### src/rtl/jt51_lin2log_pkg.sv
// Shared constants for the linear-to-log converter: fraction table and the
// leading-one locator used by both the RTL and reference models.
package jt51_lin2log_pkg;

  localparam int LOG_FW = 8;
  localparam int LUT_AW = 5;

  // LOG_LUT[k] = round(256 * log2(1 + k/32))
  localparam logic [LOG_FW-1:0] LOG_LUT [0:31] = '{
    8'd0,   8'd11,  8'd22,  8'd33,  8'd44,  8'd54,  8'd63,  8'd73,
    8'd82,  8'd92,  8'd100, 8'd109, 8'd118, 8'd126, 8'd134, 8'd142,
    8'd150, 8'd157, 8'd165, 8'd172, 8'd179, 8'd186, 8'd193, 8'd200,
    8'd207, 8'd213, 8'd220, 8'd226, 8'd232, 8'd238, 8'd244, 8'd250
  };

  function automatic logic [3:0] msb_pos(input logic [15:0] x);
    logic [3:0] p;
    p = '0;
    for (int i = 0; i < 16; i++) begin
      if (x[i]) p = 4'(i);
    end
    return p;
  endfunction

endpackage

### src/rtl/jt51_logrom.sv
// Registered 32x8 log2 fraction ROM; output only advances when en is high.
module jt51_logrom
  import jt51_lin2log_pkg::*;
(
  input  logic              clk,
  input  logic              en,
  input  logic [LUT_AW-1:0] addr,
  output logic [LOG_FW-1:0] data
);

  logic [LOG_FW-1:0] data_q, data_d;

  always_comb begin
    data_d = data_q;
    if (en) data_d = LOG_LUT[addr];
  end

  always_ff @(posedge clk) begin
    data_q <= data_d;
  end

  assign data = data_q;

endmodule

### src/rtl/jt51_lin2log.sv
// Three-stage linear magnitude to 256*log2(x) converter with a global-stall
// valid/ready pipeline.
module jt51_lin2log
  import jt51_lin2log_pkg::*;
#(
  parameter int IW = 13,
  parameter int EW = 4
) (
  input  logic          clk,
  input  logic          rst_n,
  input  logic          in_valid,
  output logic          in_ready,
  input  logic [IW-1:0] lin_in,
  output logic          out_valid,
  input  logic          out_ready,
  output logic [EW+7:0] log_out,
  output logic          zero_out
);

  logic              en;
  logic              vld_p1_q, vld_p1_d;
  logic [IW-1:0]     lin_p1_q, lin_p1_d;
  logic              vld_p2_q, vld_p2_d;
  logic [EW-1:0]     msb_p2_q, msb_p2_d;
  logic [LUT_AW-1:0] addr_p2_q, addr_p2_d;
  logic              zero_p2_q, zero_p2_d;
  logic              vld_p3_q, vld_p3_d;
  logic [EW-1:0]     msb_p3_q, msb_p3_d;
  logic              zero_p3_q, zero_p3_d;
  logic [LOG_FW-1:0] frac_p3;
  logic [3:0]        msb_raw;
  logic [LUT_AW-1:0] mant;

  always_comb begin
    en        = !vld_p3_q || out_ready;
    msb_raw   = msb_pos(16'(lin_p1_q));
    // Shifting the value right by its MSB index leaves the bits just below
    // the leading one in the low LUT_AW positions, zero-padded when short.
    mant      = LUT_AW'({lin_p1_q, {LUT_AW{1'b0}}} >> msb_raw);
    vld_p1_d  = vld_p1_q;
    lin_p1_d  = lin_p1_q;
    vld_p2_d  = vld_p2_q;
    msb_p2_d  = msb_p2_q;
    addr_p2_d = addr_p2_q;
    zero_p2_d = zero_p2_q;
    vld_p3_d  = vld_p3_q;
    msb_p3_d  = msb_p3_q;
    zero_p3_d = zero_p3_q;
    if (en) begin
      // stage 1: capture input
      vld_p1_d  = in_valid;
      lin_p1_d  = lin_in;
      // stage 2: leading-one position and table address
      vld_p2_d  = vld_p1_q;
      msb_p2_d  = EW'(msb_raw);
      addr_p2_d = mant;
      zero_p2_d = (lin_p1_q == '0);
      // stage 3: align with the registered ROM read
      vld_p3_d  = vld_p2_q;
      msb_p3_d  = msb_p2_q;
      zero_p3_d = zero_p2_q;
    end
  end

  always_ff @(posedge clk or negedge rst_n) begin
    if (!rst_n) begin
      vld_p1_q  <= 1'b0;
      lin_p1_q  <= '0;
      vld_p2_q  <= 1'b0;
      msb_p2_q  <= '0;
      addr_p2_q <= '0;
      zero_p2_q <= 1'b0;
      vld_p3_q  <= 1'b0;
      msb_p3_q  <= '0;
      zero_p3_q <= 1'b0;
    end else begin
      vld_p1_q  <= vld_p1_d;
      lin_p1_q  <= lin_p1_d;
      vld_p2_q  <= vld_p2_d;
      msb_p2_q  <= msb_p2_d;
      addr_p2_q <= addr_p2_d;
      zero_p2_q <= zero_p2_d;
      vld_p3_q  <= vld_p3_d;
      msb_p3_q  <= msb_p3_d;
      zero_p3_q <= zero_p3_d;
    end
  end

  jt51_logrom u_rom (
    .clk  (clk),
    .en   (en),
    .addr (addr_p2_q),
    .data (frac_p3)
  );

  // The ROM has no reset, so the result is masked while no sample is held.
  assign log_out   = (vld_p3_q && !zero_p3_q) ? {msb_p3_q, frac_p3} : '0;
  assign zero_out  = zero_p3_q;
  assign out_valid = vld_p3_q;
  assign in_ready  = en;

endmodule

### config.mk
export PLATFORM = sky130hd
export DESIGN_NAME = jt51_lin2log
export DESIGN_NICKNAME = d
export VERILOG_FILES = /design/src/rtl/jt51_lin2log_pkg.sv /design/src/rtl/jt51_logrom.sv /design/src/rtl/jt51_lin2log.sv
export SDC_FILE = /design/constraint.sdc
export NUM_CORES = 1
export LEC_CHECK = 0
export ABC_AREA = 1
export CORE_MARGIN = 4
export CORE_UTILIZATION = 40
export CTS_CLUSTER_DIAMETER = 100
export DETAILED_ROUTE_END_ITERATION = 8
export SYNTH_ARGS = -nofsm -noshare
export SYNTH_HDL_FRONTEND = slang
export SYNTH_SLANG_ARGS = --single-unit
### constraint.sdc
create_clock -name clk -period 3.6 [get_ports clk]
set_clock_uncertainty 0.1 [all_clocks]
set_input_delay 0.36 -clock clk [delete_from_list [all_inputs] [get_ports clk]]
set_output_delay 0.36 -clock clk [all_outputs]
set_load 0.02 [all_outputs]
; ---- After elaboration in Yosys (flattened, before gate mapping)
; Memory sizes are Yosys's and may differ from the RTL's. A register that Yosys moved wholly into a read port is not among the register bits.
; Index checks and enable logic that the tools add are counted.
[totals]
rom_bits = 256
in_bits = 17
n_memories = 1
out_inout_bits = 15
mem_bits_rw = 0
regBits = 31
latch_bits = 0
[op_classes]
div_mod_pow = 0
add_sub_neg = 0
n_lt_le_gt_ge = 0
muxes = 13
shifts = 1
n_reduce_logical = 5
bitwise = 1
mul = 0
eq_ne = 0
[memory_table]
columns = memory, depth, word_bits, read_ports, rd_ports_with_merged_regs, wr, line
row1 = (name not given), 32, 8, 1, 1, 0, jt51_logrom.sv:15  ; if (en) data_d = LOG_LUT[addr];
[op_table]
columns = operator, n
row1 = $mux W4, 10
row2 = $shr A18 B4 Y5, 1
row3 = $logic_not A13 Y1, 1
row4 = $mux W12, 1
row5 = $not A5 Y6, 1
row6 = $logic_not A1 Y1, 2
row7 = $mux W2, 1
row8 = $logic_and A1 B1 Y1, 1
row9 = $logic_or A1 B1 Y1, 1
row10 = $mux W1, 1

; ---- Logic depth before layout (Yosys ltp)
; Gate-level depths: netlist of run 1.
[depth]
ltp_word = 13
depth_mapped = 19
ltp_nobuf = 19

; ---- Modules after synthesis
; A second synthesis of run 1 with hierarchy kept.
[unflattened]
hier_cells = 354
hier_area_um2 = 2527.4
[by_module_without_submodules]
columns = mod, area_per_inst_um2, seq_area_each_um2, cells_per_inst, instances
row1 = jt51_lin2log, 1791.7, 775.7, 258, 1
row2 = jt51_logrom, 735.7, 240.2, 96, 1

; ---- Least setup slack after synthesis of run 1
; Ideal clock, no wire load.
[synth_timing]
path_type = register to output
from = register vld_p3_q (netlist: out_valid)
to = output port in_ready
path_slack_ns = 1.828
t_arrival_ns = 1.312
path_stages_with_launch = 5
path_cell_list = dfrtp_1 -> inv_1 -> nor2_1 -> clkinv_1 -> clkbuf_1
[synth_between]
elab_chain_cells = 2
[synth_rtl]
columns = item, line
row1 = start: declaration, jt51_lin2log.sv:27  ; logic vld_p3_q, vld_p3_d;
row2 = start signal: assignment, jt51_lin2log.sv:83  ; vld_p3_q <= vld_p3_d;
row3 = $logic_not A1 Y1, jt51_lin2log.sv:35  ; en = !vld_p3_q || out_ready;
row4 = $logic_or A1 B1 Y1, jt51_lin2log.sv:35
row5 = end: declaration, jt51_lin2log.sv:12  ; output logic in_ready,
; No other way between the ends.

; ---- Worst setup path after layout of run 1
[layout_timing]
from = register lin_p1_q[10]
to = register addr_p2_q[2]
[layout_between]
elab_chain_cells = 4
[layout_rtl]
columns = item, line
row1 = start: declaration, jt51_lin2log.sv:22  ; logic [IW-1:0] lin_p1_q, lin_p1_d;
row2 = start signal: assignment, jt51_lin2log.sv:78  ; lin_p1_q <= lin_p1_d;
row3 = $mux W4 (3 in a row), jt51_lin2log_pkg.sv:20  ; if (x[i]) p = 4'(i);
row4 = $shr A18 B4 Y5 (*), jt51_lin2log.sv:39  ; mant = LUT_AW'({lin_p1_q, {LUT_AW{1'b0}}} >> msb_raw);
row5 = end signal: assignment, jt51_lin2log.sv:81  ; addr_p2_q <= addr_p2_d;
row6 = end: declaration, jt51_lin2log.sv:25  ; logic [LUT_AW-1:0] addr_p2_q, addr_p2_d;
; Every way passes the cells marked *; elsewhere a longest branch is shown, timed or not.
; A chain may end at the register's enable or synchronous reset.

==> key figures, run 1 <==
Timing
  • Relative slew margins: approximately 46%
  • Final Critical Period: roughly 2.3 ns
  • Worst-Margin Slew: 0.817 ns
  • Fin. Hold Viols: 0
  • Unrepaired setup endpoints after global routing: no
  • Fmax: about 0.43 GHz
  • Setup violations, final: 0
  • Final Cycle Share: 65.1%
  • Setup TNS: 0 ns
  • Final Slew Violations: 0
  • Hold Worst Slack: ~0.35 ns

Finish
  • Nets: around 400
  • Commonest non-fill, non-tap cells in the layout: nand2_1, nand3_1, o21ai_0
  • Share of layout cells above drive strength 1: under 10%
  • Antenna Cells: 0
  • Finished Cell Area: between 2000 and 3000 um^2
  • Leading cell type in the layout, fill and taps excluded: nand2_1
  • Area Overhead vs Synth: 19.0%
  • Fillers: between 500 and 600

Logic synthesis
  • Synth Area in Adders: ~6.0%
  • Simple-gate area share of the yosys netlist: roughly 31%
  • Post-synthesis sequential area ratio: 40.5%
  • Top cell type's share of synthesized area: 31.0%
  • Post-Syn Area: 2510 um^2
  • Post-synthesis net count: 378
  • Count of different cell masters after synthesis: 26
  • Main combinational cell family by area after synthesis: simple AND/OR/NAND/NOR gates
  • Avg Cell Area, Syn: around 7.2 um^2
  • Post-synthesis mux area share: 0%
  • Mapped Cells: between 300 and 400
  • Compound-Gate Fraction of Synth Area: between 10% and 20%
  • Synth area leader: dfrtp_1
  • Synth warn: 0
  • Main area contributors after synthesis: dfrtp_1, nand2_1, edfxtp_1
  • Number of synthesized register bits: 39
  • Post-Synth XOR/XNOR Area: 0%

Clocking
  • Max clock buf depth: 2
  • CTS buffer count: 5
  • CTS root buffer: clkbuf_8
  • CTS tree: done
  • Post-CTS Resized: 0
  • Clock Sinks: 39
  • Hold-fix buffer count after cts: 0
  • Number of H-tree levels: 2
  • Post-CTS Setup Repair Bufs: 0
  • Worst skew pair latency: between 0.2 and 0.3 ns
  • Reg clk slew, reported paths: around 0.080 ns

Place
  • Area post-placement: approximately 2900 um^2
  • DP HPWL: 4080 um
  • Placer Congestion: around 0.96
  • # port buffers: 31

Min path
  • Hold Crit Class: input pin to async pin

Floorplanning
  • Core footprint: 5990 um^2
  • Die Area: approximately 7600 um^2
  • Chip width: just under 90 um
  • Num ports: 32
  • Row Count: 28
  • Die height: a little under 90 um
  • Initial Util: a little over two fifths

Power
  • Total power: 0.00247 W
  • Leakage power: about 1.4 nW
  • Peak supply drop: roughly 0.4 mV
  • Pwr dens: a little over 800 nW/um^2

Worst setup path
  • CP Launch Type: flip-flop
  • Req. time, crit path: 3.73 ns
  • R2r setup slk: 1.26 ns
  • Crit path from: lin_p1_q[10]
  • CP arrival: approximately 2.5 ns
  • R2r startpoint: lin_p1_q[10]
  • Reg2Reg Depth: 9
  • R2r endpoint: addr_p2_q[2]
  • Path type of the worst setup path: flip-flop to flip-flop
  • CP endpoint: addr_p2_q[2]
  • CP Capture Type: flip-flop
  • CP Max Fanout: 11

GRT
  • Pin count of the biggest net entering global routing: 52
  • Vias in the first global route: approximately 2.1k
  • Congestion Overflow GR: 0
  • First-pass GRT wire length: between 9000 and 10000 um
  • Initial antenna violation count: 0
  • GRT Util Overall: between 10% and 20%

Detailed routing
  • DR vias: 2306
  • DRT antenna net count: 0
  • First DRT Iteration DRCs: between 200 and 250
  • DRC Markers: 0
  • Drt pass-1 iters: 5
  • Vias per cell: roughly 5
  • Post-detailed-routing wire length: approximately 5700 um
  • Post-DR wirelength/cell: 12.6 um

Outcome
  • Status: complete, no violations

Flow run
  • Max-Cap Viols: 0
metal layers:
metal | track usage, % | share of wire (%) | up-vias | routed length (um)
met5 | 0 | 0 | - | 0
met4 | 5.44 | 2.0 | 0 | 113
met3 | 3.03 | 7.2 | 11 | 408
met2 | 24.1 | 42 | 79 | 2370
met1 | 24.0 | 49 | 1030 | 2810
li1 | - | - | 1186 | -
registers in the layout, indices dropped and copies added, names as in the netlist:
name        count
vld_p1_q        1
out_valid       1
lin_p1_q       13
zero_out        1
addr_p2_q       5
u_rom.data      8
msb_p2_q        4
msb_p3_q        4
vld_p2_q        1
zero_p2_q       1
logic make-up after synthesis:
family	Yosys count
AO/OA/AOI/OAI	61
adder cells (fa/ha/maj)	12
buffers and inverters	56
flip-flops	39
AND/OR/NAND/NOR	181
synth_stat cells:
cell type,number
nor2_1,36
dfrtp_1,31
inv_1,36
o221ai_1,1
o22ai_1,1
o21ai_1,2
o311ai_1,1
clkbuf_1,11
o21ai_2,1
inv_2,3
clkinv_1,2
a21oi_1,10
nand2_4,2
buf_6,1
buf_2,2
nand4_1,2
buf_12,1
nor2_4,1
o21ai_0,40
nand2_2,3
o211ai_1,5
edfxtp_1,8
ha_1,12
nand3_1,46
nor3_1,1
nand2_1,90
how the worst min path moves through the flow:
stage	start	to	cells after the start	slack (ns)
detailed placement	vld_p2_q	out_valid	2	0.34
global route	rst_n	lin_p1_q[8]	2	0.40
CTS	rst_n	lin_p1_q[8]	2	0.36
floorplan	rst_n	addr_p2_q[0]	0	-0.04
global placement	vld_p2_q	out_valid	2	0.34
finish	rst_n	lin_p1_q[8]	2	0.35
per-stage QoR:
stage | instances | utilization, % | worst slack, ns
after detailed placement | 443 | 47.6 | 1.32
final | 451 | 49.8 | 1.26
after global placement | 443 | 47.6 | 1.39
after floorplan | 349 | - | 1.83
after global routing | 451 | 49.8 | 0.986
after CTS | 451 | 49.8 | 1.29
layout make-up:
cell class	count	area, um^2	share of cell area [%]
clock buffers	6	72.6	2.43
multi-input cells	254	1250	42.0
repair buffers	34	333	11.2
clock inverters	2	60.1	2.01
inverters	41	154	5.16
flip-flops and latches	39	1020	34.1
well taps	75	93.8	3.15
report_power, final:
| group | internal, W | switching (W) | leakage (nW) | total [W] |
|---|---|---|---|---|
| Sequential | 0.000643 | 0.000163 | 0.456 | 0.000806 |
| Combinational | 0.000459 | 0.000771 | 0.913 | 0.00123 |
| Clock | 0.000277 | 0.000155 | 0.0654 | 0.000432 |
worst max-delay path, cell delays in order (launching register included):
cell and delay, ns:
dfrtp_1 0.42, nor2_1 0.26, nor2_1 0.07, a21oi_1 0.64, inv_2 0.24, nor2_1 0.23
nand3_1 0.11, nand2_1 0.08, o21ai_1 0.06, nand3_1 0.07
No activity file was read; power rests on OpenSTA's default activity.
==> run 2, diff against run 1 <==
- clock period: 3.6 -> 2.45 ns (I/O delays scaled with it)
==> run 2 against run 1 <==
- total power up 40%
- register-to-register slack worse by 0.85 ns
- sequential power up 44%
- design area is 0.71% lower
- largest cell class unchanged
- count of clock-buffer cells in the layout grew 1
- die area unchanged
- via count rose by 0.56%
==> key figures, run 2 (synthesis results as in run 1) <==
Worst setup path
  • CP peak stage delay: 0.62 ns (was 0.64 ns)
  • Cell chain of the critical path: inv_1, nand2_1, nor2_1, clkdlybuf4s50_1 (was nor2_1, nor2_1, a21oi_1, inv_2, nor2_1, nand3_1, nand2_1, o21ai_1, nand3_1)
  • Path type of the worst setup path: flip-flop to primary output (was flip-flop to flip-flop)
  • Critical path's slowest cell: clkdlybuf4s50_1 (was a21oi_1)
  • CP arrival: 1.73 ns (was 2.47 ns)
  • CP Max Fanout: 12 (was 11)
  • Req. time, crit path: 2.11 ns (was 3.73 ns)
  • CP Launch Type: flip-flop (unchanged)
  • CP Capture Type: primary output (was flip-flop)

Clocking
  • CTS root buffer: clkbuf_8 (unchanged)
  • Hold-fix buffer count after cts: 0 (unchanged)
  • Clock Sinks: 39 (unchanged)
  • Worst skew pair latency: 0.29 ns (about the same)
  • CTS buffer count: 5 (unchanged)
  • Post-CTS Resized: 0 (unchanged)
  • Reg clk slew, reported paths: 0.07 ns (was 0.08 ns)
  • Max clock buf depth: 2 (unchanged)
  • Post-CTS Setup Repair Bufs: 0 (unchanged)
  • Number of H-tree levels: 2 (unchanged)
  • CTS tree: done (unchanged)

Min path
  • Hold Crit Class: input pin to async pin (unchanged)

Timing
  • Final Cycle Share: between 80% and 90%
  • Worst-Margin Slew: 0.534 ns (was 0.817 ns)
  • Fin. Hold Viols: 0 (unchanged)
  • Setup violations, final: 0 (unchanged)
  • Fmax: 0.481 GHz
  • Setup TNS: 0 ns (unchanged)
  • Unrepaired setup endpoints after global routing: no (unchanged)
  • Relative slew margins: 64.4% (was 45.5%)
  • Final Slew Violations: 0 (unchanged)
  • Final Critical Period: just over 2 ns

Detailed routing
  • DR vias: 2319 (was 2306)
  • First DRT Iteration DRCs: 206 (was 201)
  • DRT antenna net count: 0 (unchanged)
  • Drt pass-1 iters: 5 (unchanged)
  • Vias per cell: 5.10 (was 5.11)
  • DRC Markers: 0 (unchanged)
  • Post-DR wirelength/cell: 12.7 um (was 12.6 um)
  • Post-detailed-routing wire length: 5760 um (was 5690 um)

Finish
  • Antenna Cells: 0 (unchanged)
  • Share of layout cells above drive strength 1: 6.05% (was 5.32%)
  • Leading cell type in the layout, fill and taps excluded: nand2_1 (unchanged)
  • Commonest non-fill, non-tap cells in the layout: nand2_1, nand3_1, o21ai_0 (unchanged)
  • Max reg flops: 13 (unchanged)
  • Final core utilization: 49.4% (was 49.8%)
  • Most flops, register: lin_p1_q (unchanged)
  • Nets: 408 (was 404)
  • Area Overhead vs Synth: 18.2% (was 19.0%)

Floorplanning
  • Num ports: 32 (unchanged)
  • Chip width: 87.2 um (unchanged)
  • Core footprint: 5990 um^2 (unchanged)
  • Die height: 87.2 um (unchanged)
  • Die Area: 7600 um^2 (unchanged)
  • Initial Util: 41.8% (unchanged)
  • Row Count: 28 (unchanged)

GRT
  • Pin count of the biggest net entering global routing: 32 (was 52)
  • GRT Util Overall: 16.6% (was 16.3%)
  • Congestion Overflow GR: 0 (unchanged)
  • Initial antenna violation count: 0 (unchanged)
  • Vias in the first global route: 2098 (was 2120)
  • First-pass GRT wire length: 10100 um (was 9870 um)

Place
  • # port buffers: 31 (unchanged)
  • DP HPWL: 4300 um (was 4080 um)
  • Placer Congestion: 0.875 (was 0.960)

Outcome
  • Status: complete, no violations (unchanged)

Power
  • Peak supply drop: 0.475 mV (was 0.400 mV)
  • Leakage power: 1.43 nW (about the same)
  • Pwr dens: 1160 nW/um^2 (was 828 nW/um^2)

Flow run
  • Max-Cap Viols: 0 (unchanged)
run 2: changes by cell type in the layout (fill, tap and decap cells not counted):
cell	previous run	this run
buf_4	3	7
bufinv_16	2	0
clkbuf_1	1	2
clkinv_2	0	1
run 2: layer usage:
layer / track usage (%) / up-vias / wire length [um]
met5: 0 / - / 0
met4: 4.04 / 0 / 78
met3: 3.12 / 7 / 323
met2: 25.0 / 61 / 2470
met1: 24.5 / 1054 / 2890
li1: - / 1197 / -
run 2: where the power goes:
part	leakage (nW)	internal (W)	total (W)	switching (W)
Clock	0.0422	0.000200	0.000418	0.000218
Combinational	0.932	0.000704	0.00187	0.00117
Sequential	0.456	0.000945	0.00116	0.000216
run 2: worst max-delay path, delay by kind of cell (launching register included):
| family | cells | cell delay [ns] |
|---|---|---|
| buffers and inverters | 2 | 0.69 |
| flip-flops | 1 | 0.37 |
| AND/OR/NAND/NOR | 2 | 0.39 |
run 2: area by class of cell:
| class | count | area, um^2 |
|---|---|---|
| Clock buffer | 7 | 76.3 |
| Clock inverter | 1 | 5.00 |
| Fill cell | 624 | 3030 |
| Inverter | 41 | 154 |
| Multi-Input combinational cell | 254 | 1250 |
| Sequential cell | 39 | 1020 |
| Tap cell | 75 | 93.8 |
| Timing Repair Buffer | 38 | 363 |
run 2: path summary, 6_finish.rpt:
kind / from / to / slack (ns) / cells after the start
max: zero_out / log_out[0] / 0.37 / 4
min: rst_n / lin_p1_q[12] / 0.24 / 2
max reg2reg: lin_p1_q[3] / addr_p2_q[1] / 0.41 / 18
min reg2reg: vld_p2_q / out_valid / 0.35 / 2
max in group asynchronous: rst_n / msb_p2_q[1] / 1.71 / 2
min in group clk: vld_p2_q / out_valid / 0.35 / 2
run 2: stage by stage:
| stage | hold WS (ns) | std cells | total power (W) | setup slack (ns) | cell area, um^2 |
|---|---|---|---|---|---|
| 2_1_floorplan | -0.151 | 349 | 0.00249 | 0.679 | 2510 |
| 3_3_place_gp | 0.340 | 447 | 0.00304 | 0.418 | 2880 |
| 3_5_place_dp | 0.345 | 447 | 0.00304 | 0.452 | 2880 |
| 4_1_cts | 0.266 | 455 | 0.00346 | 0.332 | 2960 |
| 5_1_grt | 0.294 | 455 | 0.00382 | 0.150 | 2960 |
| 6_report | 0.244 | 455 | 0.00345 | 0.371 | 2960 |
==> run 3, diff against run 2 <==
- clock period: 2.45 -> 1.8 ns (I/O delays scaled with it)
==> run 3 against run 2 <==
- the run now ends with setup timing left
- first-iteration DRC count is 36% lower
- final cell count grew 5.5%
- design area is 8.7% higher
- combinational power rose by 56%
- flip-flop and latch count stayed put
- register-to-register slack got worse by 0.47 ns
- die area stayed put
- sequential power is 26% higher
- via count grew 3.5%
- clock power rose by 70%
- critical endpoint is now addr_p2_q[4]
- highest routed layer unchanged
==> key figures, run 3 (synthesis results as in run 1) <==
GRT
  • Pin count of the biggest net entering global routing: 32 (unchanged)
  • Congestion Overflow GR: 0 (unchanged)
  • Vias in the first global route: 2253 (was 2098)
  • Initial antenna violation count: 0 (unchanged)
  • GRT Util Overall: 17.7% (was 16.6%)
  • First-pass GRT wire length: 10700 um (was 10100 um)

Floorplanning
  • Die Area: 7600 um^2 (unchanged)
  • Chip width: 87.2 um (unchanged)
  • Num ports: 32 (unchanged)
  • Row Count: 28 (unchanged)
  • Die height: 87.2 um (unchanged)
  • Core footprint: 5990 um^2 (unchanged)
  • Initial Util: 41.8% (unchanged)

Clocking
  • Number of H-tree levels: 2 (unchanged)
  • Max clock buf depth: 2 (unchanged)
  • CTS root buffer: clkbuf_8 (unchanged)
  • Hold-fix buffer count after cts: 0 (unchanged)
  • Clock Sinks: 39 (unchanged)
  • CTS tree: done (unchanged)
  • Worst skew pair latency: 0.29 ns (about the same)
  • Reg clk slew, reported paths: 0.09 ns (was 0.07 ns)
  • CTS buffer count: 5 (unchanged)

Detailed routing
  • First DRT Iteration DRCs: 131 (was 206)
  • DRT antenna net count: 0 (unchanged)
  • Post-DR wirelength/cell: 12.7 um (about the same)
  • DRC Markers: 0 (unchanged)
  • DR vias: 2401 (was 2319)
  • Post-detailed-routing wire length: 6110 um (was 5760 um)
  • Vias per cell: 5.00 (was 5.10)
  • Drt pass-1 iters: 5 (unchanged)

Worst setup path
  • Critical path's slowest cell: dfrtp_1 (was clkdlybuf4s50_1)
  • CP Max Fanout: 8 (was 12)
  • R2r startpoint: lin_p1_q[2] (was lin_p1_q[3])
  • CP Launch Type: flip-flop (unchanged)
  • R2r setup slk: -0.06 ns (was 0.41 ns)
  • CP Capture Type: flip-flop (was primary output)
  • Req. time, crit path: 1.88 ns (was 2.11 ns)
  • Most frequent CP cell: nand2_1
  • Cell chain of the critical path: inv_2, nand2_1, nand2_1, nand2_1, nand2_1, nand2_1, nand2_1, nand2_1, nand2_1, nand2_2, nand2_4, buf_6, nand3_1, nand3_1, nand3_1, nand3_1, nand3_1 (was inv_1, nand2_1, nor2_1, clkdlybuf4s50_1)
  • CP arrival: 1.93 ns (was 1.73 ns)
  • CP top delay family: simple AND/OR/NAND/NOR gates (was buffers and inverters)
  • Reg2Reg Depth: 17 (was 18)
  • CP peak stage delay: 0.41 ns (was 0.62 ns)
  • Path type of the worst setup path: flip-flop to flip-flop (was flip-flop to primary output)
  • Buf/Inv on CP: 2 (unchanged)
  • R2r endpoint: addr_p2_q[4] (was addr_p2_q[1])

Finish
  • Nets: 433 (was 408)
  • Area Overhead vs Synth: 28.4% (was 18.2%)
  • Leading cell type in the layout, fill and taps excluded: nand2_1 (unchanged)
  • Area of the multi-input gates: 1300 um^2 (was 1250 um^2)
  • Fillers: 602 (was 624)
  • Commonest non-fill, non-tap cells in the layout: nand2_1, nand3_1, o21ai_0 (unchanged)
  • Antenna Cells: 0 (unchanged)
  • Register Area: 1020 um^2 (unchanged)
  • Max reg flops: 13 (unchanged)
  • Share of layout cells above drive strength 1: 15.1% (was 6.05%)
  • Most flops, register: lin_p1_q (unchanged)

Timing
  • Fin. Hold Viols: 0 (unchanged)
  • Final Critical Period: 1.86 ns
  • Hold Worst Slack: 0.172 ns (was 0.244 ns)
  • Fmax: around 0.54 GHz
  • Setup WS post-layout: -0.0581 ns (was 0.371 ns)
  • Worst-Margin Slew: 0.427 ns (was 0.534 ns)
  • Final Cycle Share: 103%
  • Final Slew Violations: 0 (unchanged)
  • Unrepaired setup endpoints after global routing: yes (was no)
  • Setup violations, final: 5 (was 0)
  • Relative slew margins: 71.1% (was 64.4%)

Power
  • Leakage power: 1.61 nW (was 1.43 nW)
  • Pwr dens: 1580 nW/um^2 (was 1160 nW/um^2)
  • Total power: 0.00509 W (was 0.00345 W)
  • Peak supply drop: 0.688 mV (was 0.475 mV)

Outcome
  • Status: complete, but fails checks (was complete, no violations)
  • Failing checks: setup timing

Place
  • # port buffers: 31 (unchanged)
  • Placer Congestion: 0.925 (was 0.875)
  • DP HPWL: 4610 um (was 4300 um)

Flow run
  • Max-Cap Viols: 0 (unchanged)

Min path
  • Hold Crit Class: input pin to async pin (unchanged)
==> run 3: cell types whose count changed in the layout (fill, tap and decap cells not counted), moves of 4 or more <==
cell / before / now
dlygate4sd2_1: 0 / 12
nand3_1: 46 / 42
nand2_1: 90 / 86
nand3_2: 0 / 4
buf_4: 7 / 31
clkdlybuf4s50_1: 31 / 18
nand2_2: 3 / 7
==> run 3: cell type report <==
| class | instances | area share (%) |
|---|---|---|
| Sequential cell | 39 | 31.6 |
| Clock buffer | 7 | 3.34 |
| Timing Repair Buffer | 63 | 16.8 |
| Inverter | 41 | 4.78 |
| Multi-Input combinational cell | 254 | 40.5 |
| Tap cell | 75 | 2.92 |
| Clock inverter | 1 | 0.156 |
==> run 3: what timing repair did <==
item	4_1_cts	5_1_grt
pin swaps	1	2
setup endpoints to repair	18	6
buffers inserted	1	1
resized for setup	18	11
==> run 3: how the worst max path moves through the flow <==
| stage | slack [ns] | to | depth (start not counted) | from |
|---|---|---|---|---|
| floorplan | 0.03 | u_rom.data[0] | 4 | out_valid |
| global placement | -0.1 | addr_p2_q[1] | 9 | lin_p1_q[7] |
| detailed placement | -0.04 | addr_p2_q[1] | 19 | lin_p1_q[2] |
| CTS | -0.07 | addr_p2_q[2] | 10 | lin_p1_q[3] |
| global route | -0.23 | addr_p2_q[2] | 10 | lin_p1_q[3] |
| finish | -0.06 | addr_p2_q[4] | 17 | lin_p1_q[2] |
==> run 3: layer usage <==
layer	global-route usage [%]	routed length, um	part of all wire, %
met1	24.9	3000	49
met2	27.8	2730	45
met5	0	0	0
met4	4.46	55	0.90
met3	3.60	329	5.4
==> run 3: metrics by stage <==
step | setup TNS (ns) | area (um^2) | instances | utilization [%] | worst slack, ns
3_3_place_gp | -0.273 | 3050 | 470 | 51.0 | -0.100
3_5_place_dp | -0.165 | 3050 | 470 | 51.0 | -0.0449
4_1_cts | -0.313 | 3170 | 479 | 53.0 | -0.0748
6_report | -0.232 | 3220 | 480 | 53.7 | -0.0581
5_1_grt | -1.11 | 3220 | 480 | 53.7 | -0.234
2_1_floorplan | 0 | 2510 | 349 | - | 0.0291
==> run 3: power breakdown <==
part | internal [W] | leakage, nW | switching (W)
registers | 0.00129 | 0.456 | 0.000172
logic | 0.00111 | 1.10 | 0.00180
clock network | 0.000393 | 0.0594 | 0.000318
total | 0.00279 | 1.61 | 0.00229
